$ cat config.mk
export PLATFORM = sky130hd
export DESIGN_NAME = twiddle_seq_gen_flat
export DESIGN_NICKNAME = d
export VERILOG_FILES = /design/src/rtl/fft_fp4_pkg.sv /design/src/rtl/twiddle_seq_gen_if.sv /design/src/rtl/twiddle_qrom.sv /design/src/rtl/twiddle_seq_gen.sv /design/src/flat_wrapper.sv
export SDC_FILE = /design/constraint.sdc
export NUM_CORES = 1
export LEC_CHECK = 0
export ABC_AREA = 0
export BUFFER_PORTS_ARGS = -buffer_cell sky130_fd_sc_hd__buf_4
export CORE_MARGIN = 4
export CORE_UTILIZATION = 45
export CTS_CLUSTER_DIAMETER = 80
export DETAILED_ROUTE_END_ITERATION = 6
export PLACE_DENSITY_LB_ADDON = 0.12
export SLEW_MARGIN = 25
export SYNTH_ARGS = -nofsm -noshare
export SYNTH_HDL_FRONTEND = slang
export SYNTH_SLANG_ARGS = --single-unit
$ cat constraint.sdc
create_clock -name clk -period 3.8 [get_ports clk]
set_input_delay 0 -clock clk [delete_from_list [all_inputs] [get_ports clk]]
set_output_delay 0 -clock clk [all_outputs]
set_load 0.05 [all_outputs]
$ cat src/rtl/fft_fp4_pkg.sv
// Shared FP4 types and helpers for the radix-2 DIT FFT datapath.
// FP4 is sign-magnitude: bit 3 is the sign, bits 2:0 are the magnitude code.
// Only 0, 0.5 and 1.0 are used. Zero is always encoded as +0.
package fft_fp4_pkg;

    typedef logic [3:0] fp4_t;

    localparam fp4_t FP4_ZERO     = 4'b0000;
    localparam fp4_t FP4_HALF     = 4'b0001;
    localparam fp4_t FP4_ONE      = 4'b0010;
    localparam int   FP4_SIGN_BIT = 3;

    typedef struct packed {
        fp4_t re;
        fp4_t im;
    } tw_byte_t;

    typedef enum logic [1:0] {
        IDLE  = 2'd0,
        RUN   = 2'd1,
        DRAIN = 2'd2
    } state_t;

    // Negation that never produces -0.
    function automatic fp4_t fp4_neg(input fp4_t x);
        fp4_t r;
        r = x;
        if (x[2:0] != 3'b000) begin
            r[FP4_SIGN_BIT] = ~x[FP4_SIGN_BIT];
        end
        return r;
    endfunction

    // Quantised cos(2*pi*i/max_n) for the first quadrant, in integer arithmetic
    // so it folds at elaboration. acos(0.75) = 41.409 deg, acos(0.25) = 75.522 deg;
    // angle in millidegrees is i*360000/max_n.
    function automatic fp4_t fp4_cos_q(input int i, input int max_n);
        if (i * 360000 <= 41409 * max_n) begin
            return FP4_ONE;
        end else if (i * 360000 <= 75522 * max_n) begin
            return FP4_HALF;
        end
        return FP4_ZERO;
    endfunction

endpackage

$ cat src/rtl/twiddle_seq_gen_if.sv
// Twiddle output stream: valid/ready with per-lane valid mask and last flag.
//   master (generator): drives tw_valid, tw_data, tw_lane_vld, tw_last
//   slave  (consumer) : drives tw_ready
interface twiddle_seq_gen_if #(
    parameter int LANES = 1
) ();
    logic                 tw_valid;
    logic                 tw_ready;
    logic [8*LANES-1:0]   tw_data;
    logic [LANES-1:0]     tw_lane_vld;
    logic                 tw_last;

    modport master (
        output tw_valid, tw_data, tw_lane_vld, tw_last,
        input  tw_ready
    );

    modport slave (
        input  tw_valid, tw_data, tw_lane_vld, tw_last,
        output tw_ready
    );
endinterface

$ cat src/rtl/twiddle_qrom.sv
// Quarter-wave twiddle table with reflection, purely combinational.
// Ports:
//   k_i  : index k' on the MAX_N scale (top two bits are the quadrant)
//   tw_o : {q(cos theta), q(-sin theta)}, theta = 2*pi*k'/MAX_N
module twiddle_qrom
    import fft_fp4_pkg::*;
#(
    parameter int MAX_N      = 32,
    parameter int LOG2_MAX_N = $clog2(MAX_N)
) (
    input  logic [LOG2_MAX_N-1:0] k_i,
    output tw_byte_t              tw_o
);
    localparam int QB = LOG2_MAX_N - 2;
    localparam int Q  = MAX_N / 4;

    fp4_t ctab [0:Q];
    for (genvar i = 0; i <= Q; i++) begin : g_tab
        assign ctab[i] = fp4_cos_q(i, MAX_N);
    end

    logic [1:0]  quad;
    logic [QB:0] r;
    logic [QB:0] qmr;
    fp4_t        c_r;
    fp4_t        c_qr;

    assign quad = k_i[LOG2_MAX_N-1 -: 2];
    assign r    = {1'b0, k_i[QB-1:0]};
    assign qmr  = (QB+1)'(Q) - r;
    assign c_r  = ctab[r];
    assign c_qr = ctab[qmr];

    // sin(r) = cos(Q-r) inside a quadrant; imag is the negated sine.
    always_comb begin
        tw_o = '{re: FP4_ZERO, im: FP4_ZERO};
        case (quad)
            2'd0: tw_o = '{re: c_r,           im: fp4_neg(c_qr)};
            2'd1: tw_o = '{re: fp4_neg(c_qr), im: fp4_neg(c_r)};
            2'd2: tw_o = '{re: fp4_neg(c_r),  im: c_qr};
            default: tw_o = '{re: c_qr,       im: c_r};
        endcase
    end
endmodule

$ cat src/rtl/twiddle_seq_gen.sv
// Streaming twiddle-factor generator for one radix-2 DIT FFT stage.
// Ports:
//   clk, rst_n         : clock, async active-low reset
//   start              : command strobe, accepted only in IDLE
//   log2_n, stage      : FFT size N = 2^log2_n, stage s (span m = 2^(s+1))
//   inverse            : conjugate twiddles, only with TW_INVERSE_EN defined
//   tw (master)        : output stream, LANES factors per beat
//   busy, done, err    : status (done / err are 1-cycle pulses)
// Optional feature macro: TW_INVERSE_EN.
//
// state | meaning
// IDLE  | waiting for a command
// RUN   | issuing beats into the pipeline
// DRAIN | last beat issued, waiting for its handshake
module twiddle_seq_gen
    import fft_fp4_pkg::*;
#(
    parameter int MAX_N      = 32,
    parameter int LOG2_MAX_N = $clog2(MAX_N),
    parameter int LANES      = 1
) (
    input  logic                  clk,
    input  logic                  rst_n,
    input  logic                  start,
    input  logic [LOG2_MAX_N:0]   log2_n,
    input  logic [LOG2_MAX_N-1:0] stage,
`ifdef TW_INVERSE_EN
    input  logic                  inverse,
`endif
    twiddle_seq_gen_if.master     tw,
    output logic                  busy,
    output logic                  done,
    output logic                  err
);
    localparam int LW = LOG2_MAX_N;
    localparam logic [LW:0] L2N_MAX = (LW+1)'(LW);

    state_t                  state_q, state_d;
    logic [LW-1:0]           beat_q, beat_d;
    logic [LW-1:0]           stage_q, stage_d;
    logic                    done_q, err_q;
    logic                    inv_q;

    logic                    v1_q, last1_q;
    logic [LANES-1:0]        lv1_q;
    logic [LANES-1:0][LW-1:0] k1_q;

    logic                    v2_q, last2_q;
    logic [LANES-1:0]        lv2_q;
    logic [8*LANES-1:0]      d2_q;

    logic cmd_bad, accept, reject, issue, hs, adv1, adv2;
    logic [LW-1:0]            iss_beat, iss_stage;
    logic [LANES-1:0]         iss_lv;
    logic [LANES-1:0][LW-1:0] iss_k;
    logic                     iss_last;

    // Stage 2 may advance when empty or when its beat is taken; stage 1
    // advances whenever stage 2 can take its content.
    assign hs   = v2_q && tw.tw_ready;
    assign adv2 = !v2_q || tw.tw_ready;
    assign adv1 = !v1_q || adv2;

    assign cmd_bad = (log2_n == '0) || (log2_n > L2N_MAX) || ({1'b0, stage} >= log2_n);
    // A start on the done cycle is dropped, valid or not.
    assign accept  = (state_q == IDLE) && start && !done_q && !cmd_bad;
    assign reject  = (state_q == IDLE) && start && !done_q && cmd_bad;
    assign issue   = accept || ((state_q == RUN) && adv1);

    // Beat 0 is issued on the accepting edge so the first beat is out two cycles later.
    assign iss_beat  = (state_q == IDLE) ? '0 : beat_q;
    assign iss_stage = (state_q == IDLE) ? stage : stage_q;

    always_comb begin
        int s_i, sh, jb, j, nb;
        s_i = int'(iss_stage);
        if (s_i > LW - 1) s_i = LW - 1;
        sh  = LW - 1 - s_i;
        nb  = ((1 << s_i) + LANES - 1) / LANES;
        jb  = int'(iss_beat) * LANES;
        j   = 0;
        iss_last = (int'(iss_beat) == nb - 1);
        iss_lv   = '0;
        iss_k    = '0;
        for (int l = 0; l < LANES; l++) begin
            j = jb + l;
            if (j < (1 << s_i)) begin
                iss_lv[l] = 1'b1;
                iss_k[l]  = LW'(j << sh);
            end
        end
    end

    always_ff @(posedge clk or negedge rst_n) begin
        if (!rst_n) begin
            state_q <= IDLE;
            beat_q  <= '0;
            stage_q <= '0;
        end else begin
            state_q <= state_d;
            beat_q  <= beat_d;
            stage_q <= stage_d;
        end
    end

    always_comb begin
        state_d = state_q;
        beat_d  = beat_q;
        stage_d = stage_q;
        case (state_q)
            IDLE: begin
                if (accept) begin
                    stage_d = stage;
                    beat_d  = LW'(1);
                    state_d = iss_last ? DRAIN : RUN;
                end
            end
            RUN: begin
                if (adv1) begin
                    beat_d = beat_q + LW'(1);
                    if (iss_last) state_d = DRAIN;
                end
            end
            DRAIN: begin
                if (hs && last2_q) state_d = IDLE;
            end
            default: state_d = IDLE;
        endcase
    end

`ifdef TW_INVERSE_EN
    always_ff @(posedge clk or negedge rst_n) begin
        if (!rst_n)      inv_q <= 1'b0;
        else if (accept) inv_q <= inverse;
    end
`else
    assign inv_q = 1'b0;
`endif

    tw_byte_t [LANES-1:0]    rom_tw;
    logic [8*LANES-1:0]      s2_data;

    for (genvar l = 0; l < LANES; l++) begin : g_lane
        twiddle_qrom #(
            .MAX_N      (MAX_N),
            .LOG2_MAX_N (LOG2_MAX_N)
        ) u_qrom (
            .k_i  (k1_q[l]),
            .tw_o (rom_tw[l])
        );
        assign s2_data[8*l +: 8] = lv1_q[l]
            ? {rom_tw[l].re, (inv_q ? fp4_neg(rom_tw[l].im) : rom_tw[l].im)}
            : 8'h00;
    end

    always_ff @(posedge clk or negedge rst_n) begin
        if (!rst_n) begin
            v1_q    <= 1'b0;
            last1_q <= 1'b0;
            lv1_q   <= '0;
            k1_q    <= '0;
            v2_q    <= 1'b0;
            last2_q <= 1'b0;
            lv2_q   <= '0;
            d2_q    <= '0;
            done_q  <= 1'b0;
            err_q   <= 1'b0;
        end else begin
            if (adv1) begin
                v1_q    <= issue;
                last1_q <= issue && iss_last;
                lv1_q   <= issue ? iss_lv : '0;
                k1_q    <= iss_k;
            end
            if (adv2) begin
                v2_q    <= v1_q;
                last2_q <= last1_q;
                lv2_q   <= lv1_q;
                d2_q    <= s2_data;
            end
            done_q <= hs && last2_q;
            err_q  <= reject;
        end
    end

    assign tw.tw_valid    = v2_q;
    assign tw.tw_data     = d2_q;
    assign tw.tw_lane_vld = lv2_q;
    assign tw.tw_last     = last2_q;
    assign busy           = (state_q != IDLE);
    assign done           = done_q;
    assign err            = err_q;
endmodule

$ cat src/flat_wrapper.sv
// flat-port wrapper written by rule: the top's interface ports become plain ports
module twiddle_seq_gen_flat import fft_fp4_pkg::*;
#(
    parameter int MAX_N      = 32,
    parameter int LOG2_MAX_N = $clog2(MAX_N),
    parameter int LANES      = 1
)
  (clk, rst_n, start, log2_n, stage, busy, done, err, tw_tw_valid, tw_tw_data, tw_tw_lane_vld, tw_tw_last, tw_tw_ready);
  twiddle_seq_gen_if #(.LANES(LANES)) tw_i ();
  input  logic clk;
  input  logic rst_n;
  input  logic start;
  input  logic [LOG2_MAX_N:0] log2_n;
  input  logic [LOG2_MAX_N-1:0] stage;
  output logic busy;
  output logic done;
  output logic err;
  output wire logic [$bits(tw_i.tw_valid)-1:0] tw_tw_valid;
  output wire logic [$bits(tw_i.tw_data)-1:0] tw_tw_data;
  output wire logic [$bits(tw_i.tw_lane_vld)-1:0] tw_tw_lane_vld;
  output wire logic [$bits(tw_i.tw_last)-1:0] tw_tw_last;
  input wire logic [$bits(tw_i.tw_ready)-1:0] tw_tw_ready;
  assign tw_tw_valid = tw_i.tw_valid;
  assign tw_tw_data = tw_i.tw_data;
  assign tw_tw_lane_vld = tw_i.tw_lane_vld;
  assign tw_tw_last = tw_i.tw_last;
  assign tw_i.tw_ready = tw_tw_ready;
  twiddle_seq_gen #(.MAX_N(MAX_N), .LOG2_MAX_N(LOG2_MAX_N), .LANES(LANES)) u_core (.clk(clk), .rst_n(rst_n), .start(start), .log2_n(log2_n), .stage(stage), .tw(tw_i), .busy(busy), .done(done), .err(err));
endmodule
==> results_dict.tcl, run 1 <==
set metrics [dict create \
    synth.ff_latch_count 31 \
    die-area_mm2 0.00600 \
    min_path_type "primary input to register" \
    synth_edf_count 0 \
    drt-total-wl_um 4870 \
    fmax_ghz 0.289 \
    clkTransAtPathRegs_ns 0.07 \
    avgRoutedWirePerCell_um 14.8 \
    dr.pass1.iters 4 \
    postLayoutCellArea_mm2 0.00259 \
    hold_violations 0 \
    min_period_ns 3.46 \
    place_area_mm2 0.00242 \
    ff_latch_area_um2 776 \
    hpwl_um 3760 \
    synth_xor_area_share_pct 2.82 \
    finalPower_uw 711 \
    cts_tree "done" \
    dp.cells 316 \
    initial_core_util_pct 46.3 \
    power_density_mw_per_mm2 274 \
    synth_area_leader_cell "dfrtp_1" \
    cp.arrival_ns 3.63 \
    yosys.area_share.simple_pct 17.4 \
    cellLeakagePower_nw 1.26 \
    synth-compound-area-share_pct 21.7 \
    rr_startpoint "u_core.state_q[1]$_DFFE_PN0P_" \
    cts_buffers 5 \
    slew_viol_final 0 \
    ir_drop_mv 0.203 \
    place.gp.congestion 0.836 \
    core_mm2 0.00469 \
    final_net_count 308 \
    start_kind "register" \
    yosysWarnings 0 \
    multiInputGateArea_mm2 0.00127 \
    synth_top_family_by_area "compound AO/OA/AOI/OAI gates" \
    fillerInstances 439 \
    first_iter_violations 97 \
    drc 0 \
    area_delta_synth_final_pct 19.5 \
    r2r_setup_slack_ns 0.34 \
    antenna_left 0 \
    post-synth-top-area-fraction_pct 35.7 \
    die_height_um 77.5 \
    placement.io_buffers 26 \
    htreeDepth 2 \
    seq_area_frac_synth_pct 35.7 \
    synth_ff_type "dfrtp_1" \
    grt_max_degree 32 \
    clock_sinks 31 \
    die_w_um 77.5 \
    synth.avg_cell_area_um2 9.01 \
    synth_area_mm2 0.00217 \
    grt_overflow_total 0 \
    synthAdderAreaFrac_pct 10.4 \
    ys_top_cells_by_area "dfrtp_1, ha_1, nand2_1" \
    criticalPathCategory "register to register" \
    crit_path_max_fanout 7 \
    timing.hold.ws_ns 0.0216 \
    postCtsSetupBuffers 0 \
    period_share_pct 90.9 \
    vias_per_cell 5.55 \
    grt_pass1_wl_um 8440 \
    rsz0062_at_grt "no" \
    ctsLongestPathBuffers 2 \
    synthMuxAreaShare_pct 5.99 \
    finClkSkew_ns 0.00556 \
    grt.total_usage_pct 17.5 \
    required_ns 3.98 \
    vias 1831 \
    min-delay-start "tw_tw_ready" \
    finalCoreUtilization_pct 55.3 \
    fp-row-count 25 \
    max_cap_viol_count 0 \
    endpoint_kind "register" \
    drive_gt1_share_pct 19.6 \
    dp_slack_ns 0.363 \
    crit_start "u_core.state_q[1]$_DFFE_PN0P_" \
    postLayoutSetupSlackWorst_ns 0.345 \
    final-setup-viol-count 0 \
    status "finished, final reports clean" \
    tns_ns 0 \
    clk_latency_ns 0.28 \
    synth_cells 241 \
    antenna_found_initial 0 \
    synth_cell_types 57 \
    cts_root_buffer "clkbuf_8" \
    ioPinCount 29 \
    synthArstFlopShare_pct 100 \
    fin_cells 330 \
    num_antenna_cells 0 \
    first_global_vias 1777 \
]
==> logic make-up (layout without fill, tap and decap cells) <==
kind of cell / count (synthesis) / count (layout)
XOR/XNOR: 7 / 7
other: 1 / 2
buffers and inverters: 28 / 62
multiplexers: 12 / 12
AND/OR/NAND/NOR: 76 / 76
AO/OA/AOI/OAI: 68 / 68
flip-flops: 31 / 31
adder cells (fa/ha/maj): 18 / 18
==> flip-flops by register name, summed over array words and instances, names as in the netlist <==
register / cells
u_core.tw.tw_last: 1
u_core.stage_q: 5
u_core.tw.tw_data: 6
u_core.last1_q: 1
u_core.done: 1
u_core.tw.tw_lane_vld: 1
u_core.state_q: 2
u_core.lv1_q: 1
u_core.v1_q: 1
u_core.beat_q: 5
u_core.err: 1
u_core.k1_q: 5
u_core.tw.tw_valid: 1
==> cells in the final DEF, fill, tap and decap left out, drive strengths merged, types with 4 or more instances in the layout <==
master / netlist / routed
buf: 6 / 32
nor2: 14 / 14
xnor2: 5 / 5
dlygate4sd3: 0 / 6
nand2: 31 / 31
inv: 16 / 16
mux2i: 4 / 4
and2: 4 / 4
mux2: 8 / 8
o21ai: 23 / 23
dfrtp: 31 / 31
a21oi: 13 / 13
ha: 18 / 18
nor3: 7 / 7
clkbuf: 5 / 6
==> area by class of cell <==
class	instances	share of cell area, %
flip-flops and latches	31	29.9
inverters	16	2.31
clock buffers	6	3.18
repair buffers	38	11.6
clock inverters	2	1.35
multi-input cells	183	49.1
well taps	54	2.60
==> final timing paths <==
| path | cells after the start | end |
|---|---|---|
| setup / recovery | 13 | u_core.state_q[0]$_DFFE_PN0P_ |
| hold / removal | 2 | u_core.done$_DFF_PN0_ |
| setup reg to reg | 13 | u_core.state_q[0]$_DFFE_PN0P_ |
| hold reg to reg | 2 | u_core.tw.tw_lane_vld$_DFFE_PN0P_ |
| max in group asynchronous | 2 | u_core.beat_q[2]$_DFFE_PN0P_ |
| min in group asynchronous | 2 | u_core.tw.tw_data[5]$_DFFE_PN0P_ |
==> cells in the mapped netlist, types with 2 or more instances <==
cell	count
and2_1	4
or3_1	3
nand2_1	31
inv_2	3
a21oi_1	13
mux2_1	5
o31ai_1	3
and3_1	2
xnor2_1	5
o21a_1	2
a22o_1	3
ha_1	18
o21ai_0	17
a31oi_1	2
dfrtp_1	31
nand3_1	3
o21ai_1	6
nor2b_1	2
nor3_1	6
o21bai_1	2
mux2_2	3
buf_4	3
mux2i_1	4
buf_2	3
inv_1	13
a2bb2oi_1	2
nor2_1	13
clkbuf_1	5
nand2b_1	3
xor2_1	2
a221oi_1	2
a211oi_1	2
==> worst max-delay path, cell delays in order (launching register included) <==
cell and delay, ns:
dfrtp_1 0.45, nor2_4 0.21, mux2_1 0.38, inv_2 0.11
nor2_1 0.10, inv_1 0.11, ha_1 0.26, ha_1 0.31
or3b_1 0.38, o22ai_2 0.21, a211oi_2 0.09, a2111oi_4 0.33
nand4_2 0.15, a32o_2 0.25
==> routing by layer <==
layer	GRT usage [%]	vias up	wire [um]	part of all wire (%)
li1	-	921	-	-
met1	22.2	870	2220	45
met2	30.3	36	2430	50
met3	3.71	4	185	3.8
met4	4.27	0	42	0.86
met5	0	-	0	0
==> what timing repair did <==
action / in CTS / in global routing
hold buffers: 6 / 0
resized for setup: 0 / 0
endpoints found under the hold margin: 36 / 0
==> power breakdown <==
group | switching (mW) | leakage (nW) | internal, mW
registers | 0 | 0.428 | 0.330
clock network | 0.128 | 0.0612 | 0.212
logic | 0.0221 | 0.772 | 0.0191
total | 0.150 | 1.26 | 0.561
Note: power is estimated with default switching activity, not from simulation.
==> inputs of run 2 (changes only) <==
--- a/config.mk
+++ b/config.mk
@@ -8,7 +8,7 @@
 export ABC_AREA = 0
 export BUFFER_PORTS_ARGS = -buffer_cell sky130_fd_sc_hd__buf_4
 export CORE_MARGIN = 4
-export CORE_UTILIZATION = 45
+export CORE_UTILIZATION = 55
 export CTS_CLUSTER_DIAMETER = 80
 export DETAILED_ROUTE_END_ITERATION = 6
 export PLACE_DENSITY_LB_ADDON = 0.12
==> run 2 against run 1 <==
Compared with the run above:
- core utilization grew 13 points
- non-clock buffer count shrank 1
- die area shrank 16%
- first-iteration DRC count grew 67%
- critical path depth is the same
- largest cell class unchanged
- clock-buffer cell count is the same
==> results_dict.tcl, run 2 (synthesis results as in run 1) <==
set metrics [dict create \
    status "finished, final reports clean" \
    placement.io_buffers 26 \
    initial_core_util_pct 58.0 \
    period_share_pct 93.2 \
    drc 0 \
    num_antenna_cells 0 \
    drive_gt1_share_pct 18.9 \
    drt-total-wl_um 4780 \
    fp-row-count 22 \
    fmax_ghz 0.282 \
    criticalPathCategory "register to register" \
    min-delay-start "tw_tw_ready" \
    vias_per_cell 5.70 \
    clkPwrFrac_pct 41.3 \
    met1_length_um 2110 \
    start_kind "register" \
    first_global_vias 1777 \
    cts_resized 0 \
    finalPower_uw 632 \
    htreeDepth 2 \
    grt_overflow_total 0 \
    timing.hold.ws_ns 0.00000336 \
    die-area_mm2 0.00502 \
    final_net_count 307 \
    cts_root_buffer "clkbuf_8" \
    grt_pass1_wl_um 8320 \
    tightest_slew_ns 0.752 \
    largest_register_ffs 6 \
    core_mm2 0.00374 \
    wl_met3_um 230 \
    power_density_mw_per_mm2 248 \
    power_switching_uw 156 \
    slew_viol_final 0 \
    internal-power_uw 477 \
    area_delta_synth_final_pct 17.3 \
    dr.pass1.iters 4 \
    cts_buffers 5 \
    grt_max_degree 32 \
    tns_ns 0 \
    grt.total_usage_pct 20.6 \
    finalCoreUtilization_pct 68.0 \
    endpoint_kind "register" \
    max_cap_viol_count 0 \
    hpwl_um 3630 \
    crit_top_cell "ha_1" \
    required_ns 3.98 \
    die_height_um 70.8 \
    top_layer "met4" \
    swShare_pct 24.6 \
    wl_met2_um 2390 \
    max-slew-margin-rel_pct 49.8 \
    place.gp.congestion 0.883 \
    clk_latency_ns 0.29 \
    clock_sinks 31 \
    path_cells "nor2_4 -> mux2_1 -> inv_2 -> nor2_1 -> inv_1 -> ha_1 -> ha_1 -> or3b_1 -> o22ai_2 -> a211oi_2 -> a2111oi_4 -> nand4_2 -> a32o_2" \
    first_iter_violations 162 \
    cp.arrival_ns 3.72 \
    mostFrequentLayoutCells "nand2_1, buf_4, dfrtp_1, ha_1, o21ai_0" \
    critPathMaxStageDelay_ns 0.46 \
    crit_path_max_fanout 7 \
    min_path_type "primary input to register" \
    avgRoutedWirePerCell_um 14.8 \
    cts_tree "done" \
    vias 1841 \
    ir_drop_mv 0.232 \
    final-setup-viol-count 0 \
    antenna_found_initial 0 \
    finClkSkew_ns 0.00598 \
    antenna_left 0 \
    crit_start "u_core.state_q[1]$_DFFE_PN0P_" \
    rsz0062_at_grt "no" \
    seqPwrFrac_pct 52.2 \
    ctsLongestPathBuffers 2 \
    rr_startpoint "u_core.state_q[1]$_DFFE_PN0P_" \
    min_period_ns 3.54 \
    combinationalPowerShare_pct 6.5 \
    hold_violations 0 \
    ioPinCount 29 \
    clkTransAtPathRegs_ns 0.07 \
    slowest_stage "dfrtp_1" \
    die_w_um 70.8 \
    cellLeakagePower_nw 1.24 \
]
-- run 2: critical path: cells and delay by family, from the launching register on --
kind	cells	cell delay [ns]
buf+inv	2	0.22
simple gates	4	0.89
mux	1	0.38
flops	1	0.46
fa+ha+maj	2	0.58
compound gates	4	0.90
-- run 2: area by class of cell --
| type | instances | area (um2) |
|---|---|---|
| clock buffers | 6 | 72.6 |
| clock inverters | 2 | 12.5 |
| fillers | 325 | 1200 |
| inverters | 16 | 60.1 |
| multi-input cells | 183 | 1270 |
| flip-flops and latches | 31 | 776 |
| well taps | 48 | 60.1 |
| repair buffers | 37 | 293 |
-- run 2: power by group through the flow --
stage / Sequential [mW] / Clock (mW) / Combinational [mW]
finish: 0.330 / 0.261 / 0.0411
global route: 0.330 / 0.274 / 0.0468
CTS: 0.330 / 0.264 / 0.0418
detailed placement: 0.336 / 0 / 0.0371
global placement: 0.336 / 0 / 0.0364
floorplan: 0.336 / 0 / 0.0151
-- run 2: what timing repair did --
item	in CTS	in global routing
hold endpoints to repair	36	0
buffers inserted	0	0
hold buffers	6	0
setup endpoints to repair	0	0
-- run 2: worst paths after layout --
check,slack (ns),cells after the start,endpoint
setup reg to reg,0.26,13,u_core.state_q[0]$_DFFE_PN0P_
hold / removal,0.000003,2,u_core.done$_DFF_PN0_
setup / recovery,0.26,13,u_core.state_q[0]$_DFFE_PN0P_
max in group asynchronous,3.34,2,u_core.beat_q[2]$_DFFE_PN0P_
hold reg to reg,0.48,2,u_core.tw.tw_lane_vld$_DFFE_PN0P_
min in group asynchronous,0.18,2,u_core.state_q[0]$_DFFE_PN0P_
-- run 2: layer usage --
layer / up-vias / global-route usage [%]
met1: 859 / 26.8
met4: 0 / 5.85
met2: 49 / 34.3
met5: - / 0
met3: 6 / 4.83
li1: 927 / -
-- run 2: per-stage QoR --
stage                     cells  instance area, um2  setup slack (ns)
after global placement      309                2400             0.454
final                       323                2550             0.259
after CTS                   323                2550             0.281
after detailed placement    309                2400             0.310
after floorplan             242                2170             0.537
after global routing        323                2550            0.0115
==> inputs of run 3 (changes only) <==
--- a/config.mk
+++ b/config.mk
@@ -7,8 +7,10 @@
 export LEC_CHECK = 0
 export ABC_AREA = 0
 export BUFFER_PORTS_ARGS = -buffer_cell sky130_fd_sc_hd__buf_4
+export CAP_MARGIN = 0
 export CORE_MARGIN = 4
-export CORE_UTILIZATION = 55
+export CORE_UTILIZATION = 52
+export CTS_BUF_LIST = sky130_fd_sc_hd__clkbuf_16
 export CTS_CLUSTER_DIAMETER = 80
 export DETAILED_ROUTE_END_ITERATION = 6
 export PLACE_DENSITY_LB_ADDON = 0.12
==> constraint.sdc (replaced) <==
create_clock -name clk -period 3.08 [get_ports clk]
set_input_delay 0 -clock clk [delete_from_list [all_inputs] [get_ports clk]]
set_output_delay 0 -clock clk [all_outputs]
set_load 0.05 [all_outputs]
==> run 3 against run 2 <==
Compared with the run above:
- sequential share of layout area down 2.2 points
- critical endpoint unchanged
- routed wire length up 6.1%
- worst setup slack worse by 0.076 ns
- largest cell class unchanged
- die area up 5.1%
- hold slack better by 0.019 ns
- global-route usage up 0.49 points
- clock-buffer cell count down 1
- highest routed layer unchanged
- sequential power up 24%
==> results_dict.tcl, run 3 (synthesis results as in run 1) <==
set metrics [dict create \
    initial_core_util_pct 53.9 \
    clk_latency_ns 0.27 \
    die-area_mm2 0.00527 \
    period_share_pct 94.0 \
    htreeDepth 2 \
    slew_viol_final 0 \
    grt_overflow_total 0 \
    rsz0062_at_grt "no" \
    antenna_left 0 \
    ctsLongestPathBuffers 2 \
    num_antenna_cells 0 \
    path_cells "nor2_4 -> inv_2 -> and2_1 -> a32oi_1 -> buf_4 -> ha_4 -> ha_4 -> or3b_4 -> o22ai_4 -> a211oi_2 -> a2111oi_4 -> nand4_2 -> a32o_2" \
    vias 1911 \
    grt.total_usage_pct 21.1 \
    hpwl_um 3740 \
    dr.pass1.iters 4 \
    power_density_mw_per_mm2 331 \
    drt-total-wl_um 5080 \
    placement.io_buffers 26 \
    start_kind "register" \
    crit_start "u_core.state_q[1]$_DFFE_PN0P_" \
    required_ns 3.24 \
    grt_max_degree 32 \
    first_global_vias 1890 \
    core_mm2 0.00403 \
    vias_per_cell 5.69 \
    first_iter_violations 76 \
    tns_ns 0 \
    worstReg2RegEnd "u_core.state_q[0]$_DFFE_PN0P_" \
    cpLargestDelayFamily "simple AND/OR/NAND/NOR gates" \
    crit_path_max_fanout 7 \
    r2r_setup_slack_ns 0.18 \
    min_period_ns 2.90 \
    cp.depth 13 \
    ioPinCount 29 \
    final-setup-viol-count 0 \
    path_buf_inv 2 \
    drc 0 \
    grt_pass1_wl_um 8670 \
    dp_slack_ns 0.0637 \
    min_path_type "primary input to register" \
    die_height_um 72.6 \
    min-delay-start "tw_tw_ready" \
    critPathMaxStageDelay_ns 0.40 \
    postLayoutSetupSlackWorst_ns 0.184 \
    die_w_um 72.6 \
    max_cap_viol_count 0 \
    cts_root_buffer "clkbuf_16" \
    crit_path_end "u_core.state_q[0]$_DFFE_PN0P_" \
    finClkSkew_ns 0.00519 \
    mostFrequentLayoutCell "buf_4" \
    antenna_found_initial 0 \
    final_net_count 319 \
    endpoint_kind "register" \
    crit_top_cell "ha_4" \
    mostFrequentLayoutCells "buf_4, nand2_1, dfrtp_1, o21ai_0, ha_1" \
    area_delta_synth_final_pct 26.4 \
    drive_gt1_share_pct 25.2 \
    finalPower_uw 908 \
    finalCoreUtilization_pct 68.1 \
    hold_violations 0 \
    place.gp.congestion 0.931 \
    clock_sinks 31 \
    cts_tree "done" \
    avgRoutedWirePerCell_um 15.1 \
    ir_drop_mv 0.239 \
    reg2reg_depth 13 \
    criticalPathCategory "register to register" \
    rr_startpoint "u_core.state_q[1]$_DFFE_PN0P_" \
    cp.arrival_ns 3.05 \
    fmax_ghz 0.345 \
    slowest_stage "dfrtp_1" \
    clkTransAtPathRegs_ns 0.05 \
    status "finished, final reports clean" \
    fp-row-count 23 \
    cts_buffers 5 \
    cellLeakagePower_nw 1.33 \
    largest_register_ffs 6 \
]
[run 3: final cells by class]
type | instances | area [um2]
Tap cell | 50 | 62.6
Fill cell | 340 | 1280
Inverter | 16 | 60.1
Clock inverter | 2 | 8.76
Sequential cell | 31 | 776
Multi-Input combinational cell | 183 | 1330
Clock buffer | 5 | 125
Timing Repair Buffer | 49 | 383
[run 3: how the worst min path moves through the flow]
stage	cells after the start	end
2_1_floorplan	0	u_core.beat_q[0]$_DFFE_PN0P_
3_3_place_gp	1	u_core.tw.tw_data[5]$_DFFE_PN0P_
3_5_place_dp	1	u_core.tw.tw_data[5]$_DFFE_PN0P_
4_1_cts	3	u_core.err$_DFF_PN0_
5_1_grt	3	u_core.err$_DFF_PN0_
6_report	2	u_core.done$_DFF_PN0_
[run 3: power breakdown]
part / internal [mW] / switching [mW] / total [mW]
Clock: 0.289 / 0.159 / 0.448
Sequential: 0.408 / 0 / 0.408
Combinational: 0.0237 / 0.0274 / 0.0511
Total: 0.721 / 0.187 / 0.908
[run 3: repair_timing]
item	CTS	global route
endpoints found under the hold margin	36	0
buffers inserted	0	2
endpoints found under the setup margin	0	8
resized for setup	0	7
hold buffers	6	0
[run 3: routing by layer]
metal  global-route usage (%)  up-vias  part of all wire [%]
li1                         -      950                     -
met1                     27.5      902                    44
met2                     35.6       50                    50
met3                     3.31        9                   4.6
met4                     6.97        0                   1.5
met5                        0        -                     0
[run 3: stage by stage]
| stage | cell area, um2 | hold WS [ns] | cells |
|---|---|---|---|
| 2_1_floorplan | 2200 | -0.296 | 242 |
| 3_3_place_gp | 2510 | -0.0454 | 321 |
| 3_5_place_dp | 2510 | -0.0402 | 321 |
| 4_1_cts | 2700 | 0.0135 | 334 |
| 5_1_grt | 2740 | 0.0444 | 336 |
| 6_report | 2740 | 0.0185 | 336 |
